File: src/rtl/cpu_params_pkg.sv
// Shared CPU configuration constants used as defaults by the pipeline units.
package cpu_params_pkg;

    localparam int BHT_DEPTH_DEFAULT = 64;

    // Power-up / reset state of every branch history counter: weakly not taken.
    localparam logic [1:0] BHT_INIT = 2'b01;

endpackage

File: src/rtl/cpu_structs_pkg.sv
// Shared CPU enumerations: branch unit operation and operand-select encodings.
package cpu_structs_pkg;

    typedef enum logic [1:0] {
        B_ADD  = 2'd0,
        B_JAL  = 2'd1,
        B_JALR = 2'd2,
        B_MRET = 2'd3
    } BR_OP_TYPE;

    // Encoding 3 is unused and selects a zero operand.
    typedef enum logic [1:0] {
        BS_RS1 = 2'd0,
        BS_IMM = 2'd1,
        BS_PC  = 2'd2
    } BR_SEL_TYPE;

endpackage

File: src/rtl/br_pred_fu_if.sv
// Execute-side handshake and result bus of the branch unit, plus the
// fetch-side branch history lookup port.
interface br_pred_fu_if #(
    parameter int RSZ   = 32,
    parameter int PC_SZ = 32
);
    import cpu_structs_pkg::*;

    logic              flush_in;
    logic              valid_in;
    logic              ready_out;
    BR_OP_TYPE         op_in;
    BR_SEL_TYPE        sel_x_in;
    BR_SEL_TYPE        sel_y_in;
    logic [RSZ-1:0]    rs1_in;
    logic [RSZ-1:0]    rs2_in;
    logic [RSZ-1:0]    imm_in;
    logic [PC_SZ-1:0]  pc_in;
    logic [2:0]        funct3_in;
    logic              ci_in;
    logic [PC_SZ-1:0]  mepc_in;
    logic              pred_taken_in;
    logic [PC_SZ-1:0]  pred_pc_in;
    logic [PC_SZ-1:0]  lookup_pc_in;
    logic              lookup_taken_out;
    logic              valid_out;
    logic              ready_in;
    logic              taken_out;
    logic [PC_SZ-1:0]  br_pc_out;
    logic [PC_SZ-1:0]  no_br_pc_out;
    logic              mis_out;
    logic              mispredict_out;
    logic [31:0]       br_cnt_out;
    logic [31:0]       mp_cnt_out;

    modport master (
        output flush_in, valid_in, op_in, sel_x_in, sel_y_in, rs1_in, rs2_in,
               imm_in, pc_in, funct3_in, ci_in, mepc_in, pred_taken_in,
               pred_pc_in, lookup_pc_in, ready_in,
        input  ready_out, lookup_taken_out, valid_out, taken_out, br_pc_out,
               no_br_pc_out, mis_out, mispredict_out, br_cnt_out, mp_cnt_out
    );

    modport slave (
        input  flush_in, valid_in, op_in, sel_x_in, sel_y_in, rs1_in, rs2_in,
               imm_in, pc_in, funct3_in, ci_in, mepc_in, pred_taken_in,
               pred_pc_in, lookup_pc_in, ready_in,
        output ready_out, lookup_taken_out, valid_out, taken_out, br_pc_out,
               no_br_pc_out, mis_out, mispredict_out, br_cnt_out, mp_cnt_out
    );

endinterface

File: src/rtl/br_bht.sv
// Branch history table: DEPTH two-bit saturating counters with one
// combinational read port and one update port.
module br_bht
    import cpu_params_pkg::*;
#(
    parameter int DEPTH = BHT_DEPTH_DEFAULT
) (
    input  logic                     clk_in,
    input  logic                     reset_in,
    input  logic [$clog2(DEPTH)-1:0] rd_idx,
    output logic                     rd_taken,
    input  logic                     wr_en,
    input  logic [$clog2(DEPTH)-1:0] wr_idx,
    input  logic                     wr_taken
);

    logic [1:0] cnt [DEPTH];

    // NOTE: every counter needs a defined reset value, so this table is built
    // from flops rather than a RAM macro; RAMs cannot be cleared by a reset.
    always_ff @(posedge clk_in or posedge reset_in) begin
        if (reset_in) begin
            for (int i = 0; i < DEPTH; i++) begin
                cnt[i] <= BHT_INIT;
            end
        end else if (wr_en) begin
            if (wr_taken && cnt[wr_idx] != 2'b11) begin
                cnt[wr_idx] <= cnt[wr_idx] + 2'b01;
            end else if (!wr_taken && cnt[wr_idx] != 2'b00) begin
                cnt[wr_idx] <= cnt[wr_idx] - 2'b01;
            end
        end
    end

    // Reads see the stored value, so a same-cycle update is not forwarded.
    assign rd_taken = cnt[rd_idx][1];

endmodule

File: src/rtl/br_pred_fu.sv
// Branch resolution unit: resolves direction and target, flags mispredicts,
// trains the branch history table and keeps branch/mispredict statistics.
module br_pred_fu
    import cpu_structs_pkg::*;
    import cpu_params_pkg::*;
#(
    parameter int RSZ       = 32,
    parameter int PC_SZ     = 32,
    parameter int BHT_DEPTH = BHT_DEPTH_DEFAULT,
    parameter int EXT_C     = 0
) (
    input  logic         clk_in,
    input  logic         reset_in,
    br_pred_fu_if.slave  bus
);

    localparam int AW    = (RSZ > PC_SZ) ? RSZ : PC_SZ;
    localparam int IW    = $clog2(BHT_DEPTH);
    localparam int SHIFT = (EXT_C != 0) ? 1 : 2;

    logic [AW-1:0]    x_val;
    logic [AW-1:0]    y_val;
    logic [PC_SZ-1:0] addxy;
    logic [PC_SZ-1:0] no_br_pc;
    logic [PC_SZ-1:0] br_pc;
    logic             cond;
    logic             taken;
    logic             mis;
    logic             mispredict;
    logic             ready;
    logic             accept;
    logic [IW-1:0]    lookup_idx;
    logic [IW-1:0]    upd_idx;
    logic             lookup_taken;

    logic             valid_q;
    logic             taken_q;
    logic [PC_SZ-1:0] br_pc_q;
    logic [PC_SZ-1:0] no_br_pc_q;
    logic             mis_q;
    logic             mispredict_q;
    logic [31:0]      br_cnt_q;
    logic [31:0]      mp_cnt_q;

    // NOTE: each signal gets a default before the case statements; a path
    // that leaves a combinational output unassigned would infer a latch.
    always_comb begin
        x_val = '0;
        y_val = '0;
        cond  = 1'b0;
        taken = 1'b1;
        br_pc = '0;

        case (bus.sel_x_in)
            BS_RS1:  x_val = AW'(bus.rs1_in);
            BS_IMM:  x_val = AW'(bus.imm_in);
            BS_PC:   x_val = AW'(bus.pc_in);
            default: x_val = '0;
        endcase

        case (bus.sel_y_in)
            BS_RS1:  y_val = AW'(bus.rs1_in);
            BS_IMM:  y_val = AW'(bus.imm_in);
            BS_PC:   y_val = AW'(bus.pc_in);
            default: y_val = '0;
        endcase

        addxy    = PC_SZ'(x_val + y_val);
        no_br_pc = bus.pc_in + (bus.ci_in ? PC_SZ'(2) : PC_SZ'(4));

        case (bus.funct3_in)
            3'd0:    cond = (bus.rs1_in == bus.rs2_in);
            3'd1:    cond = (bus.rs1_in != bus.rs2_in);
            3'd4:    cond = ($signed(bus.rs1_in) <  $signed(bus.rs2_in));
            3'd5:    cond = ($signed(bus.rs1_in) >= $signed(bus.rs2_in));
            3'd6:    cond = (bus.rs1_in <  bus.rs2_in);
            3'd7:    cond = (bus.rs1_in >= bus.rs2_in);
            default: cond = 1'b0;
        endcase

        br_pc = addxy;
        case (bus.op_in)
            B_ADD: begin
                taken = cond;
                br_pc = cond ? addxy : no_br_pc;
            end
            B_JALR:  br_pc = {addxy[PC_SZ-1:1], 1'b0};
            B_MRET:  br_pc = bus.mepc_in;
            default: br_pc = addxy;
        endcase
    end

    // With compressed instructions any halfword-aligned target is legal.
    assign mis        = (EXT_C != 0) ? 1'b0 : (br_pc[1:0] != 2'b00);
    assign mispredict = (taken != bus.pred_taken_in) |
                        (taken & (br_pc != bus.pred_pc_in));

    assign ready  = !valid_q || bus.ready_in;
    assign accept = bus.valid_in && ready && !bus.flush_in;

    assign lookup_idx = IW'(bus.lookup_pc_in >> SHIFT);
    assign upd_idx    = IW'(bus.pc_in >> SHIFT);

    br_bht #(.DEPTH(BHT_DEPTH)) u_bht (
        .clk_in   (clk_in),
        .reset_in (reset_in),
        .rd_idx   (lookup_idx),
        .rd_taken (lookup_taken),
        .wr_en    (accept && bus.op_in == B_ADD),
        .wr_idx   (upd_idx),
        .wr_taken (taken)
    );

    // NOTE: sequential state uses non-blocking assignments so every register
    // samples its inputs as they were before the clock edge.
    always_ff @(posedge clk_in or posedge reset_in) begin
        if (reset_in) begin
            valid_q      <= 1'b0;
            taken_q      <= 1'b0;
            br_pc_q      <= '0;
            no_br_pc_q   <= '0;
            mis_q        <= 1'b0;
            mispredict_q <= 1'b0;
        end else if (bus.flush_in) begin
            valid_q <= 1'b0;
        end else if (accept) begin
            valid_q      <= 1'b1;
            taken_q      <= taken;
            br_pc_q      <= br_pc;
            no_br_pc_q   <= no_br_pc;
            mis_q        <= mis;
            mispredict_q <= mispredict;
        end else if (bus.ready_in) begin
            valid_q <= 1'b0;
        end
    end

    // Statistics counters stick at all-ones instead of wrapping.
    always_ff @(posedge clk_in or posedge reset_in) begin
        if (reset_in) begin
            br_cnt_q <= '0;
            mp_cnt_q <= '0;
        end else if (accept) begin
            if (br_cnt_q != '1) begin
                br_cnt_q <= br_cnt_q + 32'd1;
            end
            if (mispredict && mp_cnt_q != '1) begin
                mp_cnt_q <= mp_cnt_q + 32'd1;
            end
        end
    end

    assign bus.ready_out        = ready;
    assign bus.lookup_taken_out = lookup_taken;
    assign bus.valid_out        = valid_q;
    assign bus.taken_out        = taken_q;
    assign bus.br_pc_out        = br_pc_q;
    assign bus.no_br_pc_out     = no_br_pc_q;
    assign bus.mis_out          = mis_q;
    assign bus.mispredict_out   = mispredict_q;
    assign bus.br_cnt_out       = br_cnt_q;
    assign bus.mp_cnt_out       = mp_cnt_q;

endmodule

File: src/flat_wrapper.sv
// flat-port wrapper written by rule: the top's interface ports become plain ports
module br_pred_fu_flat import cpu_structs_pkg::*; import cpu_params_pkg::*;
#(
    parameter int RSZ       = 32,
    parameter int PC_SZ     = 32,
    parameter int BHT_DEPTH = BHT_DEPTH_DEFAULT,
    parameter int EXT_C     = 0
)
  (clk_in, reset_in, bus_flush_in, bus_valid_in, bus_op_in, bus_sel_x_in, bus_sel_y_in, bus_rs1_in, bus_rs2_in, bus_imm_in, bus_pc_in, bus_funct3_in, bus_ci_in, bus_mepc_in, bus_pred_taken_in, bus_pred_pc_in, bus_lookup_pc_in, bus_ready_in, bus_ready_out, bus_lookup_taken_out, bus_valid_out, bus_taken_out, bus_br_pc_out, bus_no_br_pc_out, bus_mis_out, bus_mispredict_out, bus_br_cnt_out, bus_mp_cnt_out);
  br_pred_fu_if #(.RSZ(RSZ), .PC_SZ(PC_SZ)) bus_i ();
  input  logic clk_in;
  input  logic reset_in;
  input wire logic [$bits(bus_i.flush_in)-1:0] bus_flush_in;
  input wire logic [$bits(bus_i.valid_in)-1:0] bus_valid_in;
  input wire logic [$bits(bus_i.op_in)-1:0] bus_op_in;
  input wire logic [$bits(bus_i.sel_x_in)-1:0] bus_sel_x_in;
  input wire logic [$bits(bus_i.sel_y_in)-1:0] bus_sel_y_in;
  input wire logic [$bits(bus_i.rs1_in)-1:0] bus_rs1_in;
  input wire logic [$bits(bus_i.rs2_in)-1:0] bus_rs2_in;
  input wire logic [$bits(bus_i.imm_in)-1:0] bus_imm_in;
  input wire logic [$bits(bus_i.pc_in)-1:0] bus_pc_in;
  input wire logic [$bits(bus_i.funct3_in)-1:0] bus_funct3_in;
  input wire logic [$bits(bus_i.ci_in)-1:0] bus_ci_in;
  input wire logic [$bits(bus_i.mepc_in)-1:0] bus_mepc_in;
  input wire logic [$bits(bus_i.pred_taken_in)-1:0] bus_pred_taken_in;
  input wire logic [$bits(bus_i.pred_pc_in)-1:0] bus_pred_pc_in;
  input wire logic [$bits(bus_i.lookup_pc_in)-1:0] bus_lookup_pc_in;
  input wire logic [$bits(bus_i.ready_in)-1:0] bus_ready_in;
  output wire logic [$bits(bus_i.ready_out)-1:0] bus_ready_out;
  output wire logic [$bits(bus_i.lookup_taken_out)-1:0] bus_lookup_taken_out;
  output wire logic [$bits(bus_i.valid_out)-1:0] bus_valid_out;
  output wire logic [$bits(bus_i.taken_out)-1:0] bus_taken_out;
  output wire logic [$bits(bus_i.br_pc_out)-1:0] bus_br_pc_out;
  output wire logic [$bits(bus_i.no_br_pc_out)-1:0] bus_no_br_pc_out;
  output wire logic [$bits(bus_i.mis_out)-1:0] bus_mis_out;
  output wire logic [$bits(bus_i.mispredict_out)-1:0] bus_mispredict_out;
  output wire logic [$bits(bus_i.br_cnt_out)-1:0] bus_br_cnt_out;
  output wire logic [$bits(bus_i.mp_cnt_out)-1:0] bus_mp_cnt_out;
  assign bus_i.flush_in = bus_flush_in;
  assign bus_i.valid_in = bus_valid_in;
  assign bus_i.op_in = bus_op_in;
  assign bus_i.sel_x_in = bus_sel_x_in;
  assign bus_i.sel_y_in = bus_sel_y_in;
  assign bus_i.rs1_in = bus_rs1_in;
  assign bus_i.rs2_in = bus_rs2_in;
  assign bus_i.imm_in = bus_imm_in;
  assign bus_i.pc_in = bus_pc_in;
  assign bus_i.funct3_in = bus_funct3_in;
  assign bus_i.ci_in = bus_ci_in;
  assign bus_i.mepc_in = bus_mepc_in;
  assign bus_i.pred_taken_in = bus_pred_taken_in;
  assign bus_i.pred_pc_in = bus_pred_pc_in;
  assign bus_i.lookup_pc_in = bus_lookup_pc_in;
  assign bus_i.ready_in = bus_ready_in;
  assign bus_ready_out = bus_i.ready_out;
  assign bus_lookup_taken_out = bus_i.lookup_taken_out;
  assign bus_valid_out = bus_i.valid_out;
  assign bus_taken_out = bus_i.taken_out;
  assign bus_br_pc_out = bus_i.br_pc_out;
  assign bus_no_br_pc_out = bus_i.no_br_pc_out;
  assign bus_mis_out = bus_i.mis_out;
  assign bus_mispredict_out = bus_i.mispredict_out;
  assign bus_br_cnt_out = bus_i.br_cnt_out;
  assign bus_mp_cnt_out = bus_i.mp_cnt_out;
  br_pred_fu #(.RSZ(RSZ), .PC_SZ(PC_SZ), .BHT_DEPTH(BHT_DEPTH), .EXT_C(EXT_C)) u_core (.clk_in(clk_in), .reset_in(reset_in), .bus(bus_i));
endmodule
File: config.mk
export PLATFORM = sky130hd
export DESIGN_NAME = br_pred_fu_flat
export DESIGN_NICKNAME = d
export VERILOG_FILES = /design/src/rtl/cpu_params_pkg.sv /design/src/rtl/cpu_structs_pkg.sv /design/src/rtl/br_pred_fu_if.sv /design/src/rtl/br_bht.sv /design/src/rtl/br_pred_fu.sv /design/src/flat_wrapper.sv
export SDC_FILE = /design/constraint.sdc
export NUM_CORES = 1
export LEC_CHECK = 0
export BUFFER_PORTS_ARGS = -buffer_cell sky130_fd_sc_hd__buf_2
export CORE_UTILIZATION = 51
export CTS_BUF_LIST = sky130_fd_sc_hd__clkbuf_8 sky130_fd_sc_hd__clkbuf_16
export DETAILED_ROUTE_END_ITERATION = 6
export PLACE_DENSITY = 0.8
export SLEW_MARGIN = 20
export SYNTH_ARGS = -nofsm -noshare
export SYNTH_HDL_FRONTEND = slang
export SYNTH_SLANG_ARGS = --single-unit
File: constraint.sdc
create_clock -name clk_in -period 7.8 [get_ports clk_in]
set_clock_uncertainty 0.15 [all_clocks]
set_input_delay 0.78 -clock clk_in [delete_from_list [all_inputs] [get_ports clk_in]]
set_output_delay 0.78 -clock clk_in [all_outputs]
set_load 0.02 [all_outputs]
# Yosys cells after proc, flatten, opt, wreduce, memory -nomap -nowiden
# Cells that the tools add are included.
# Widths: inputs -> output; s select.
[totals] n_memories=0 output_inout_bits=134 mem_bits_rw=0 mem_bits_ro=0 latchBits=0 word_cells=153 regBits=260
[classes] reduce_logical=23 n_lt_le_gt_ge=7 bitwise=5 div_mod_pow=0 mul=0 mux=22 shift=0 n_addsub=6 n_eq_ne=18
[ops] op="$pmux 32 s3" n=3
[ops] op="$bwmux 128" n=2
[ops] op="$mux 128" n=2
[ops] op="$add 32x1->32 const B" n=2
[ops] op="$add 32x32->32" n=2
[ops] op="$ge 32x32->1" n=2
[ops] op="$lt 32x32->1" n=2
[ops] op="$ne 32x32->1" n=2
[ops] op="$ne 32x32->1 const B" n=2
[ops] op="$eq 32x32->1" n=1
[ops] op="$mux 32" n=1
[ops] op="$bmux 2 s6" n=2
[ops] op="$ge 7x7->1 const B" n=2
[ops] op="$not 6->7" n=2
[ops] op="$demux 2 s6" n=1
[ops] op="$eq 3x3->1 const B" n=4
[ops] op="$mux 2" n=5
[ops] op="$eq 2x2->1 const B" n=4
[ops] op="$reduce_and 2->1" n=4
[ops] op="$logic_and 1x1->1" n=7
[ops] op="$lt 7x1->1 const B" n=1
[ops] op="$logic_not 2->1" n=3
[ops] op="$pmux 1 s6" n=1
[ops] op="$reduce_bool 2->1" n=3
[ops] op="15 further kinds" n=21

# Depth between registers and ports, before layout
[logic_depth] depth_word=10 depth_mapped=24 depth_no_buf=20

# Hierarchy
# From an unflattened synthesis, not the netlist that was laid out.
[unflattened] hier_cells=2119 hier_area_um2=19213.4
[by_module_without_submodules] mod="br_pred_fu" cells_each=1564 area_each_um2=12249.2 instances=1
[by_module_without_submodules] mod="br_bht" cells_each=555 area_each_um2=6964.2 instances=1

# Least setup slack after synthesis
# No wires, ideal clock.
[synth_path] path_kind="input -> register" startpoint="in bus_sel_y_in[1]" endpoint="reg u_core.mp_cnt_q[1], in the netlist u_core.bus.mp_cnt_out[1]" slack_ns=1.887 arrival_time_ns=5.635 path_stages=21 path_buffers=3 setup_time_ns=0.128 path_cell_list="clkbuf_1 clkbuf_1 mux2i_1 o21ai_0 ha_1 fa_1 a211oi_1 o211ai_1 a21bo_2 a21oi_1 xor2_1 o21a_1 xnor2_1 a2111oi_0 nand4_1 or4_1 nor4_2 nand4_2 nand2_4 buf_6 mux2_1"
[synth_between] elab_chain_len=10
[synth_lines] item="start, declared" line_no="flat_wrapper.sv:17" text="input wire logic [$bits(bus_i.sel_y_in)-1:0] bus_sel_y_in;"
[synth_lines] item="$eq 2x2->1 (tied with other cells)" line_no="br_pred_fu.sv:61" text="case (bus.sel_y_in)"
[synth_lines] item="$pmux 32 s3 *" line_no="br_pred_fu.sv:61"
[synth_lines] item="$add 32x32->32 *" line_no="br_pred_fu.sv:68" text="addxy = PC_SZ'(x_val + y_val);"
[synth_lines] item="$mux 32" line_no="br_pred_fu.sv:85" text="br_pc = cond ? addxy : no_br_pc;"
[synth_lines] item="$pmux 32 s3 *" line_no="br_pred_fu.sv:82" text="case (bus.op_in)"
[synth_lines] item="$ne 32x32->1 *" line_no="br_pred_fu.sv:96" text="(taken & (br_pc != bus.pred_pc_in));"
[synth_lines] item="$and 1x1->1 *" line_no="br_pred_fu.sv:96"
[synth_lines] item="$or 1x1->1 *" line_no="br_pred_fu.sv:95" text="assign mispredict = (taken != bus.pred_taken_in) |"
[synth_lines] item="$logic_and 1x1->1 *" line_no="br_pred_fu.sv:147" text="if (mispredict && mp_cnt_q != '1) begin"
[synth_lines] item="$reduce_and 2->1 (no line) *"
[synth_lines] item="end signal, assigned" line_no="br_pred_fu.sv:148" text="mp_cnt_q <= mp_cnt_q + 32'd1;"
[synth_lines] item="end, declared" line_no="br_pred_fu.sv:43" text="logic [31:0] mp_cnt_q;"
# Mark *: on every way between the ends. The rest lies on a longest branch, timed or not.
# A chain may end at the register's enable or synchronous reset.

# Final worst setup path
[layout_path] startpoint="in bus_rs1_in[23]" endpoint="reg u_core.mp_cnt_q[1], in the netlist u_core.bus.mp_cnt_out[1]"
[layout_between] elab_chain_len=9
[layout_lines] item="start, declared" line_no="flat_wrapper.sv:18" text="input wire logic [$bits(bus_i.rs1_in)-1:0] bus_rs1_in;"
[layout_lines] item="$pmux 32 s3 (tied with other cells)" line_no="br_pred_fu.sv:54" text="case (bus.sel_x_in)"
[layout_lines] item="$add 32x32->32 / $pmux 1 s6 (equally long branches)" line_no="br_pred_fu.sv:68, br_pred_fu.sv:71"
[layout_lines] item="$mux 32" line_no="br_pred_fu.sv:85"
[layout_lines] item="$pmux 32 s3" line_no="br_pred_fu.sv:82"
[layout_lines] item="$ne 32x32->1" line_no="br_pred_fu.sv:96"
[layout_lines] item="$and 1x1->1" line_no="br_pred_fu.sv:96"
[layout_lines] item="$or 1x1->1 *" line_no="br_pred_fu.sv:95"
[layout_lines] item="$logic_and 1x1->1 *" line_no="br_pred_fu.sv:147"
[layout_lines] item="$reduce_and 2->1 (no line) *"
# Marks and branches as above.

==> results.cfg <==
[status]
status = finished clean

[drt]
antenna_left = 0
vias_per_cell = 6.42
route.detailed.drc = 0
route.vias.total = 17800
drt-total-wl_mm = 66.5
first_pass_iters = 6
drt_iter0_markers = 1741
wl_per_cell_um = 23.9

[worst_setup_path]
worstRegToRegCells = 10
reg2reg_to = u_core.u_bht.cnt[65]
cpPeakStageDelay_ps = 850
slowest_stage = nor2_2
critPathTopFamily = simple AND/OR/NAND/NOR gates
rrSetupSlack_ps = 2910
arrival_ps = 6640
worst-path-buf-inv = 1
cp_num_cells = 15
cp_common_cell = mux2_1
setup.worst_path.start_class = input pin
crit_chain = buf_2, ha_1, nand4_1, nor4_1, o41a_1, o21a_1, a21oi_2, nor2_2, mux2_1, o32ai_1, or4_1, nor4_2, nand4_2, nand2_4, mux2_1
worstPathMaxFanout = 26
crit_path_end_kind = flip-flop
path_class = in2reg
cp.required_ps = 8080

[yosys]
synth-compound-area-share_pct = 15.4
synthAdderAreaFrac_pct = 4.94
synth_most_common_cell = nand2_1
yosys-top-cells-area = dfrtp_1 27%, dfstp_2 9.2%, mux2_2 8.3%, nand2_1 5.7%, ha_1 4.7%
synth-edff-count = 0
netlist_instances = 2004
synth_warnings = 0
syn_area_per_cell_um2 = 9.12
synth_top_flop_cell = dfrtp_1
synthArstFlopShare_pct = 100
ys_seq_area_share_pct = 36.0
synth_seq_cells = 260
yosys.area.top_type = dfrtp_1
syn_area_um2 = 18300
yosys.area_share.simple_pct = 17.6
synth_xor_xnor_area_share_pct = 6.73
synth_fp_nets = 2315
synth_top_family_by_area = simple AND/OR/NAND/NOR gates
synthMuxAreaShare_pct = 15.7
yosys.area.top_type_share_pct = 26.8
yosys.cell_types.count = 90
synth_common_cells = 280 x nand2_1, 196 x dfrtp_1, 153 x nor2_1, 144 x o21ai_0, 134 x mux2_2

[sta]
slew_headroom_pct = 30.0
fin_crit_ps = 6360
period_share_pct = 81.5
tns_ps = 0
setup_violations = 0
report.final.slew_viol_count = 0
fmax_mhz = 157
hold-worst-slack_ps = 161
finalHoldViolCount = 0
rsz0062_at_grt = no
worst_pin_slew_ps = 1050

[floorplanning]
start_util_pct = 52.4
die_area_um2 = 36600
die_width_um = 191
core_um2 = 34900
ioPinCount = 374
die_h_um = 191
rows = 68

[hold_path]
hp-class = in2async

[layout]
fin_nets = 2608
final_util_pct = 61.0
syn_to_final_growth_pct = 16.4
design_area_um2 = 21300
final_layout_size_suffix_gt1_share_pct = 28.9

[placement]
gp_congestion = 1.03
port_buffers = 347
place_area_um2 = 20400
hpwl_mm = 50.8

[global_routing]
grt_pass1_wl_mm = 101
antenna_found_initial = 9
grt_max_degree = 100
track_usage_pct = 36.1
grt_pass1_vias = 17600
overflow = 0

[clocking]
cts_sinks = 260
post-cts-setup-buffers = 0
clkTransAtPathRegs_ps = 60
htree_levels = 1
cts_tree = done
clockBufferDepth = 3
cts-hold-fix-buffers = 0
cts_made_buffers = 27
cts-root-buf = clkbuf_16
ctsResizeCount = 0
clk_latency_ps = 550

[power_and_ir_drop]
power_density_nw_per_um2 = 198
irDropWorstVdd_v = 0.000182
fin_total_pwr_w = 0.00421
p_leak_nw = 10.1

[flow_run]
maxCapViolations = 0
routing by layer:
| metal | routed length, um | up-vias | global-route usage (%) |
|---|---|---|---|
| met4 | 3770 | 4 | 18.8 |
| li1 | - | 7857 | - |
| met2 | 31600 | 1081 | 60.1 |
| met1 | 24800 | 8663 | 44.5 |
| met3 | 6340 | 230 | 6.66 |
| met5 | 26 | - | 0 |
placed cells by master, fill, tap and decap left out, types with 28 or more instances in the layout:
| master | count |
|---|---|
| dfstp_2 | 64 |
| and3_1 | 28 |
| mux2_2 | 134 |
| nand4_1 | 30 |
| dfrtp_1 | 196 |
| nand2_1 | 280 |
| o22ai_1 | 36 |
| nor2_1 | 152 |
| mux2i_1 | 84 |
| nor3_1 | 41 |
| xnor2_1 | 67 |
| a21oi_1 | 70 |
| nand3_1 | 51 |
| xor2_1 | 70 |
| ha_1 | 69 |
| inv_1 | 64 |
| buf_2 | 347 |
| o21ai_0 | 144 |
how the worst max path moves through the flow:
stage	startpoint	end	slack, ps
after floorplan	bus_sel_y_in[1]	u_core.bus.mp_cnt_out[1]	1890
after global placement	bus_sel_y_in[1]	u_core.bus.mp_cnt_out[1]	1190
after detailed placement	bus_sel_y_in[1]	u_core.bus.mp_cnt_out[1]	1110
after CTS	bus_sel_y_in[1]	u_core.bus.mp_cnt_out[1]	1680
after global routing	bus_sel_y_in[1]	u_core.bus.mp_cnt_out[1]	1160
final	bus_rs1_in[23]	u_core.bus.mp_cnt_out[1]	1440
kinds of logic after synthesis:
| family | Yosys count |
|---|---|
| buffers and inverters | 170 |
| and+or+nand+nor | 689 |
| DFF | 260 |
| adders and majority gates | 71 |
| muxes | 242 |
| xor gates and xnor gates | 139 |
| AOI/OAI and AO/OA | 433 |
final cells by class:
class	count	area, um2
clock inverter	10	73.8
clock buffer	36	800
fill	2979	13600
inverter	60	229
timing repair buffer	374	1940
sequential	260	6590
tap	455	569
antenna	10	25.0
multi-input combinational	1574	11100
per-stage QoR:
stage                     cells  setup slack, ps
final                      2779             1440
after global routing       2774             1160
after CTS                  2769             1680
after detailed placement   2723             1110
after global placement     2723             1190
after floorplan            2004             1890
power breakdown:
part / leakage, nW / switching [W] / internal [W]
logic: 6.39 / 0.000873 / 0.000457
registers: 3.22 / 0.000105 / 0.00149
clock network: 0.452 / 0.000542 / 0.000743
total: 10.1 / 0.00152 / 0.00269
(Power assumes the default switching activity.)
